## config.mk

```make
export PLATFORM = sky130hd
export DESIGN_NAME = fft_frame_counter
export DESIGN_NICKNAME = d
export VERILOG_FILES = /design/src/rtl/fft_frame_counter.sv
export SDC_FILE = /design/constraint.sdc
export NUM_CORES = 1
export LEC_CHECK = 0
export ABC_AREA = 0
export BUFFER_PORTS_ARGS = -buffer_cell sky130_fd_sc_hd__buf_2
export CAP_MARGIN = 25
export CORE_UTILIZATION = 51
export CTS_CLUSTER_DIAMETER = 40
export DETAILED_ROUTE_END_ITERATION = 16
export GPL_TIMING_DRIVEN = 1
export MAX_ROUTING_LAYER = met4
export PLACE_DENSITY_LB_ADDON = 0.12
export SYNTH_ARGS = -nofsm -noshare
export SYNTH_HDL_FRONTEND = slang
export SYNTH_SLANG_ARGS = --single-unit
```

## constraint.sdc

```tcl
create_clock -name clk -period 1.8 [get_ports clk]
set_input_delay 0 -clock clk [delete_from_list [all_inputs] [get_ports clk]]
set_output_delay 0 -clock clk [all_outputs]
set_load 0.01 [all_outputs]
```

## src/rtl/fft_frame_counter.sv

```systemverilog
// Sample/frame counter for the FFT datapath: counts accepted samples up to a latched
// frame length, single-shot or continuous. Optional frame counter via FFT_FRAME_CNT_EN.
module fft_frame_counter #(
   parameter int CNT_W = 8,
   parameter int FRM_W = 8
) (
   input  logic             clk,
   input  logic             rst_n,
   input  logic [CNT_W-1:0] thresh,
   input  logic             start,
   input  logic             valid,
   input  logic             mode_cont,
   input  logic             abort,
   output logic [CNT_W-1:0] cnt,
   output logic             last,
   output logic             full,
   output logic             not_zero,
`ifdef FFT_FRAME_CNT_EN
   output logic [FRM_W-1:0] frame_cnt,
`endif
   output logic             busy
);

   typedef enum logic {
      S_IDLE = 1'b0,
      S_RUN  = 1'b1
   } state_e;

   state_e           state_q, state_d;
   logic [CNT_W-1:0] cnt_q, cnt_d;
   logic [CNT_W-1:0] thresh_q, thresh_d;
   logic             mode_q, mode_d;
   logic             full_q, full_d;
   logic             not_zero_q, not_zero_d;
   logic             busy_q, busy_d;
   logic             at_last;
`ifdef FFT_FRAME_CNT_EN
   logic [FRM_W-1:0] frame_cnt_q, frame_cnt_d;
`endif

   // Final sample of the frame is being accepted this cycle.
   assign at_last = (state_q == S_RUN) && valid && (cnt_q == thresh_q);

   // State register: synchronous reset, then abort, then normal operation.
   always_ff @(posedge clk) begin
      // NOTE: sequential state uses non-blocking assignments so every flop samples
      // pre-edge values regardless of statement order.
      if (!rst_n) begin
         state_q    <= S_IDLE;
         cnt_q      <= '0;
         thresh_q   <= '0;
         mode_q     <= 1'b0;
         full_q     <= 1'b0;
         not_zero_q <= 1'b0;
         busy_q     <= 1'b0;
`ifdef FFT_FRAME_CNT_EN
         frame_cnt_q <= '0;
`endif
      end else begin
         state_q    <= state_d;
         cnt_q      <= cnt_d;
         thresh_q   <= thresh_d;
         mode_q     <= mode_d;
         full_q     <= full_d;
         not_zero_q <= not_zero_d;
         busy_q     <= busy_d;
`ifdef FFT_FRAME_CNT_EN
         frame_cnt_q <= frame_cnt_d;
`endif
      end
   end

   // Next-state logic.
   always_comb begin
      // NOTE: default assignment first so no path through the block infers a latch.
      state_d = state_q;
      if (abort) begin
         state_d = S_IDLE;
      end else begin
         unique case (state_q)
            S_IDLE: if (start) state_d = S_RUN;
            S_RUN:  if (at_last && !mode_q) state_d = S_IDLE;
            default: state_d = S_IDLE;
         endcase
      end
   end

   // Datapath and registered-status next values.
   always_comb begin
      cnt_d    = cnt_q;
      thresh_d = thresh_q;
      mode_d   = mode_q;
      full_d   = 1'b0;
`ifdef FFT_FRAME_CNT_EN
      frame_cnt_d = frame_cnt_q;
`endif
      if (abort) begin
         // A final sample coinciding with abort is dropped: no full, no frame count.
         cnt_d = '0;
`ifdef FFT_FRAME_CNT_EN
         frame_cnt_d = '0;
`endif
      end else if (state_q == S_IDLE) begin
         cnt_d = '0;
         if (start) begin
            thresh_d = thresh;
            mode_d   = mode_cont;
`ifdef FFT_FRAME_CNT_EN
            frame_cnt_d = '0;
`endif
         end
      end else if (valid) begin
         if (at_last) begin
            cnt_d  = '0;
            full_d = 1'b1;
`ifdef FFT_FRAME_CNT_EN
            frame_cnt_d = frame_cnt_q + 1'b1;
`endif
            if (mode_q) begin
               thresh_d = thresh;
               mode_d   = mode_cont;
            end
         end else begin
            cnt_d = cnt_q + 1'b1;
         end
      end
      not_zero_d = (cnt_d != '0);
      busy_d     = (state_d == S_RUN);
   end

   // Outputs.
   always_comb begin
      cnt      = cnt_q;
      last     = at_last;
      full     = full_q;
      not_zero = not_zero_q;
      busy     = busy_q;
`ifdef FFT_FRAME_CNT_EN
      frame_cnt = frame_cnt_q;
`endif
   end

endmodule

```

### Word level (Yosys, flattened, before mapping)

Cells that the tools add are included.

| storage, ports and cells | value |
|---|---|
| register bits after elaboration | 20 |
| output and inout bits | 12 |
| word-level logic and storage cells | 43 |
| input bits | 14 |

| operators by class | value |
|---|---|
| add/subtract/negate cells | 1 |
| equal/unequal tests | 4 |
| bitwise logic cells | 4 |
| muxes and demuxes | 18 |
| reduce and logical (&&, ||, !) cells | 10 |

Operator list:

| operator | count |
|---|---|
| two-way mux 8 bit | 9 |
| adder 8 x 1 -> 8 bit, second input constant | 1 |
| == test 8 bit | 1 |
| two-way mux 1 bit | 8 |
| nonzero test 8 bit | 1 |
| AND reduction 5 bit | 1 |
| != test 2 bit, second input constant | 2 |
| inverter 1 bit | 4 |
| AND reduction 4 bit | 1 |
| OR reduction 4 bit | 1 |
| logical AND 1 bit | 3 |
| != test 2 x 1 -> 1 bit, second input constant | 1 |
| one-hot mux 1 bit (2 select lines) | 1 |
| nonzero test 2 bit | 1 |
| OR reduction 2 bit | 1 |
| logical NOT 1 bit | 1 |

### Logic depth before layout (Yosys ltp)

| depth | value |
|---|---|
| depth after elaboration | 7 |
| gate-level depth with buffers | 7 |
| depth with buffers taken out | 5 |

### Least setup slack after synthesis

OpenSTA, ideal clock, no wires.

| timing path | value |
|---|---|
| path kind | register to register |
| from | reg cnt_q[6], in the netlist cnt[6] |
| to | reg thresh_q[0] |
| slack | 0.193 ns |
| period minus slack after synthesis | 1.607 ns |
| data arrival time | 1.488 ns |
| data required time | 1.681 ns |
| cell stages (with the launch flop) | 8 |
| setup time | 0.119 ns |
| buffers on the path | 2 |
| cell sequence | dfxtp_1 buf_6 xor2_2 nor4_2 nand3_2 o22a_1 buf_6 mux2i_1 |

| on the way | value |
|---|---|
| longest elaborated chain between the ends | 4 |

Ends and longest elaborated chain:

| what | RTL line | RTL |
|---|---|---|
| start: declaration | 30 | `logic [CNT_W-1:0] cnt_q, cnt_d;` |
| start signal: assignment | 61 | `cnt_q <= cnt_d;` |
| == test 8 bit | 42 | `assign at_last = (state_q == S_RUN) && valid && (cnt_q == thresh_q);` |
| logical AND 1 bit | 42 |  |
| != test 2 x 1 -> 1 bit (no source line) | -- |  |
| AND reduction 5 bit (no source line) | -- |  |
| end signal: assignment | 62 | `thresh_q <= thresh_d;` |
| end: declaration | 31 | `logic [CNT_W-1:0] thresh_q, thresh_d;` |

Every way passes these cells.
A chain may end at the register's enable or synchronous reset.

### Worst setup path after layout

| timing path | value |
|---|---|
| from | reg cnt_q[5], in the netlist cnt[5] |
| to | reg thresh_q[3] |

The elaborated chain is that of the path after synthesis.

==> run summary <==
The flow ran to the end, and the final reports show no timing, DRC or antenna violations. The count of final max-slew check failures was 0; the largest driver fanout on the critical path was 8. For the number of top-level design ports, the log shows 26. The met1 routing resource usage after global routing was 0.2535. The worst setup path is launched from a flop. Buffers inserted during clock tree synthesis total 3.

The logs give 951 for the via total after detailed routing and 1 for the maximum level of the CTS H-tree. In this run the vertical extent of the chip is 47.29 um. The arrival time of data at the critical path endpoint was 1.81 ns; the worst vdd rail ir drop was 490.5 uV. 0 antenna diodes ended up in the layout.

The achievable clock frequency was 611.6 MHz; the maximum count of clock buffers along a single path was 2. In the final layout, the multi-input gates occupy 596.8 um2. The post-synthesis sequential area ratio was 0.3828.

The routed wire length per instance was 11.60 um; the fraction of final layout cells sized beyond drive strength 1 was 0.2313. The post-route minimum period works out to 1.635 ns. For the number of clock sinks, the log shows 20. The run gives 0.03462 as the met3 routing resource usage after global routing. The number of buffers inserted by port buffering is 25.

For the clock network power share, the log shows 0.270. The floorplan has 16 rows. The run gives 0 as the post-route DRC violation count.

Entering global routing, the biggest net connects 20 pins. The netlist area before placement was 1046 um2; the via count of the first global-routing pass was 833. The adder-cell area share of the yosys netlist was 0.01196. The layer flagged by global routing as most heavily used is met2.

The tools report the global-route usage over all layers as 0.2235. The tools report the sort of element at the end of the critical path as a flop. The analysis attributes to net switching a power of 184.5 uW. The synthesized design contains 20 register bits. On the final layout, the worst hold slack is 0.01820 ns.

The parity-gate share of the synthesized area counting xor and xnor cells works out to 0.1411. Clock tree synthesis selected as its root buffer the cell sky130_fd_sc_hd__clkbuf_4. The overall power is 767.3 uW. For the worst setup path, the data required time is 1.97 ns. The path class of the tightest hold or removal check is input port to flop.

Power density of the placed cells: 583.5 nW/um2. TritonCTS built the clock tree. The count of cell types in the netlist came out at 29. The initial standard-cell utilization of the core came out at 0.5387. The logs give 0.001356 ns for the maximum clock skew at final layout and 0.6259 nW for the reported leakage power. The total setup violations reported at the end of the flow is 0, and the total congestion overflow is 0. The instance area at placement came out at 1201 um2. The largest total area in the synthesized netlist belongs to sky130_fd_sc_hd__dfxtp_1. After clock tree synthesis, the setup repair step added 0 buffers. For the combinational group share of total power, the log shows 0.125.

The floorplan step defined a die boundary enclosing 2236 um2. Fraction of power spent switching nets: 0.2405. The finished cells cover 1315 um2.

Setup repair after global routing left no endpoint under its margin. The post-synth net total is 140, and the horizontal extent of the die is 47.29 um. For the cell-internal power, the log shows 582.8 uW.

Combinational family with the most area after synthesis: simple AND/OR/NAND/NOR gates. Dividing the synthesized area by the synthesized cell count gives 8.368 um2. The type of the worst setup path was flop to flop.

The cell count after synthesis came out at 125. In the routed layout, each cell is associated on average with a via count of 5.086. The share of the clock period used by the worst path works out to 0.9084.

The wire length of the first global-routing pass is 3381 um, and the detailed-route wire length is 2169 um. The simple-gate portion of the synthesized area is 0.2703. The synthesized-area fraction occupied by ao, oa, aoi and oai cells works out to 0.07057. The count of yosys warnings during synthesis was 0; the multiplexer fraction of the synthesized cell area was 0.07656.

The tools report the met2 routing resource usage after global routing as 0.3918. The number of failing hold endpoints at the final stage is 0, and the top cell type's share of synthesized area is 0.3828. The logs give 0.6815 for the worst-case headroom to the max-slew limit and 177 for the final layout net count. At the later pin of the worst-skew pair, clock insertion delay measures 0.29 ns. The total area inside the core boundary comes to 1942 um2. Ranked by total cell area, the synthesized netlist is headed by sky130_fd_sc_hd__dfxtp_1 38%, sky130_fd_sc_hd__xor2_1 8.4%, sky130_fd_sc_hd__mux2i_1 7.7%. The tools report the number of violations of the max-capacitance limit as 0.

The clock-pin slew of the registers on the worst-case setup and hold paths is 0.11 ns, and the remaining antenna violation count after routing is 0. In the final layout, flip-flops and latches occupy 401.6 um2. The logs give 0.8409 for the weighted congestion reported at the end of routability-driven placement and 0.605 for the fraction of power consumed by sequential logic. The slew at the pin with the worst max-slew slack came out at 0.4777 ns.

The initial antenna violation count was 0. The number of DRC markers after the initial detailed-route iteration came out at 18. The area growth from synthesis to final layout works out to 25.72%. The setup TNS was 0 ns; the first-pass detailed-route iteration total was 4. The logs give 181 for the filler cell count in the final layout and 1536 um for the HPWL after detailed placement.
## cells in the mapped netlist, drive strengths merged
cell type  number
inv             2
nor2           16
xor2           11
nor2b           1
and3            1
nor3            3
xnor2           5
dfxtp          20
o22a            1
nand3b          1
o21ai           2
or3             1
nand4           3
nand2b          5
nand3           6
clkbuf          5
a31oi           2
buf             2
a211oi          1
o22ai           1
ha              1
mux2i           8
a21oi           4
nor4            1
nand2          20
o2bb2ai         1
and4            1
## timing repair
item / in CTS / in global routing
hold buffers: 9 / 0
hold endpoints to repair: 9 / 0
gates resized for setup: 0 / 1
setup endpoints to repair: 0 / 5
## layer usage
metal / wire, um / part of all wire
met5: 0 / 0
met4: 14 / 0.0065
met3: 64 / 0.030
met2: 1097 / 0.51
met1: 992 / 0.46
## area by class of cell
cell class | instances | area share
Clock buffer | 3 | 0.01713
Inverter | 2 | 0.005709
Multi-Input combinational cell | 96 | 0.4539
Sequential cell | 20 | 0.3054
Tap cell | 27 | 0.02569
Timing Repair Buffer | 39 | 0.1922
## power groups by stage
stage | Sequential (mW) | Clock, mW | Combinational (mW)
floorplan | 0.473 | 0 | 0.0554
global placement | 0.474 | 0 | 0.0779
detailed placement | 0.475 | 0 | 0.0796
CTS | 0.464 | 0.214 | 0.0946
global route | 0.466 | 0.229 | 0.106
finish | 0.464 | 0.207 | 0.0960
## layout by cell type (no fill, tap or decap), types with 2 or more instances in the layout
master                          synthesis  routed
sky130_fd_sc_hd__dfxtp_1               20      19
sky130_fd_sc_hd__nand2_1               20      20
sky130_fd_sc_hd__dlygate4sd3_1          0       9
sky130_fd_sc_hd__nand4_1                3       3
sky130_fd_sc_hd__mux2i_1                8       8
sky130_fd_sc_hd__xor2_1                10      10
sky130_fd_sc_hd__o21ai_0                2       2
sky130_fd_sc_hd__a31oi_1                2       2
sky130_fd_sc_hd__buf_2                  0      25
sky130_fd_sc_hd__xnor2_1                5       5
sky130_fd_sc_hd__inv_1                  2       2
sky130_fd_sc_hd__nand3_1                5       5
sky130_fd_sc_hd__nor3_1                 3       3
sky130_fd_sc_hd__clkbuf_4               0       3
sky130_fd_sc_hd__buf_4                  0       5
sky130_fd_sc_hd__nor2_1                16      16
sky130_fd_sc_hd__a21oi_1                4       4
sky130_fd_sc_hd__nand2b_1               5       5
## critical path: stages (launching register included)
cell and delay, ns:
sky130_fd_sc_hd__dfxtp_1 0.45, sky130_fd_sc_hd__xor2_1 0.10, sky130_fd_sc_hd__nor3_1 0.28, sky130_fd_sc_hd__nand3_2 0.13, sky130_fd_sc_hd__o22a_1 0.36, sky130_fd_sc_hd__mux2i_1 0.19
## final timing paths
check | end | startpoint | slack, ns | cells past startpoint
max | thresh_q[3]$_SDFFE_PN0P_ | cnt[5]$_SDFF_PN0_ | 0.16 | 5
min | mode_q$_SDFFE_PN0P_ | mode_cont | 0.02 | 3
min reg2reg | thresh_q[0]$_SDFFE_PN0P_ | thresh_q[0]$_SDFFE_PN0P_ | 0.48 | 2
max reg2reg | thresh_q[3]$_SDFFE_PN0P_ | cnt[5]$_SDFF_PN0_ | 0.16 | 5
## flip-flops by register name (all words and copies together) (netlist names)
name and cells:
busy 1, not_zero 1, mode_q 1, thresh_q 8
cnt 8, full 1
## kinds of logic (layout without fill, tap and decap cells)
family	Yosys count	after routing
buffers and inverters	9	44
and+or+nand+nor	59	59
AOI/OAI and AO/OA	12	12
DFF	20	20
adders and majority gates	1	1
xor gates and xnor gates	16	16
muxes	8	8
## through the flow
| step | util | worst slack (ns) | cells |
|---|---|---|---|
| after floorplan | - | 0.1930 | 125 |
| after global placement | 0.6186 | 0.1975 | 175 |
| after detailed placement | 0.6186 | 0.1358 | 175 |
| after CTS | 0.6765 | 0.09962 | 187 |
| after global routing | 0.6772 | 0.04025 | 187 |
| final | 0.6772 | 0.1650 | 187 |
Power figures use the tool's default switching activity.
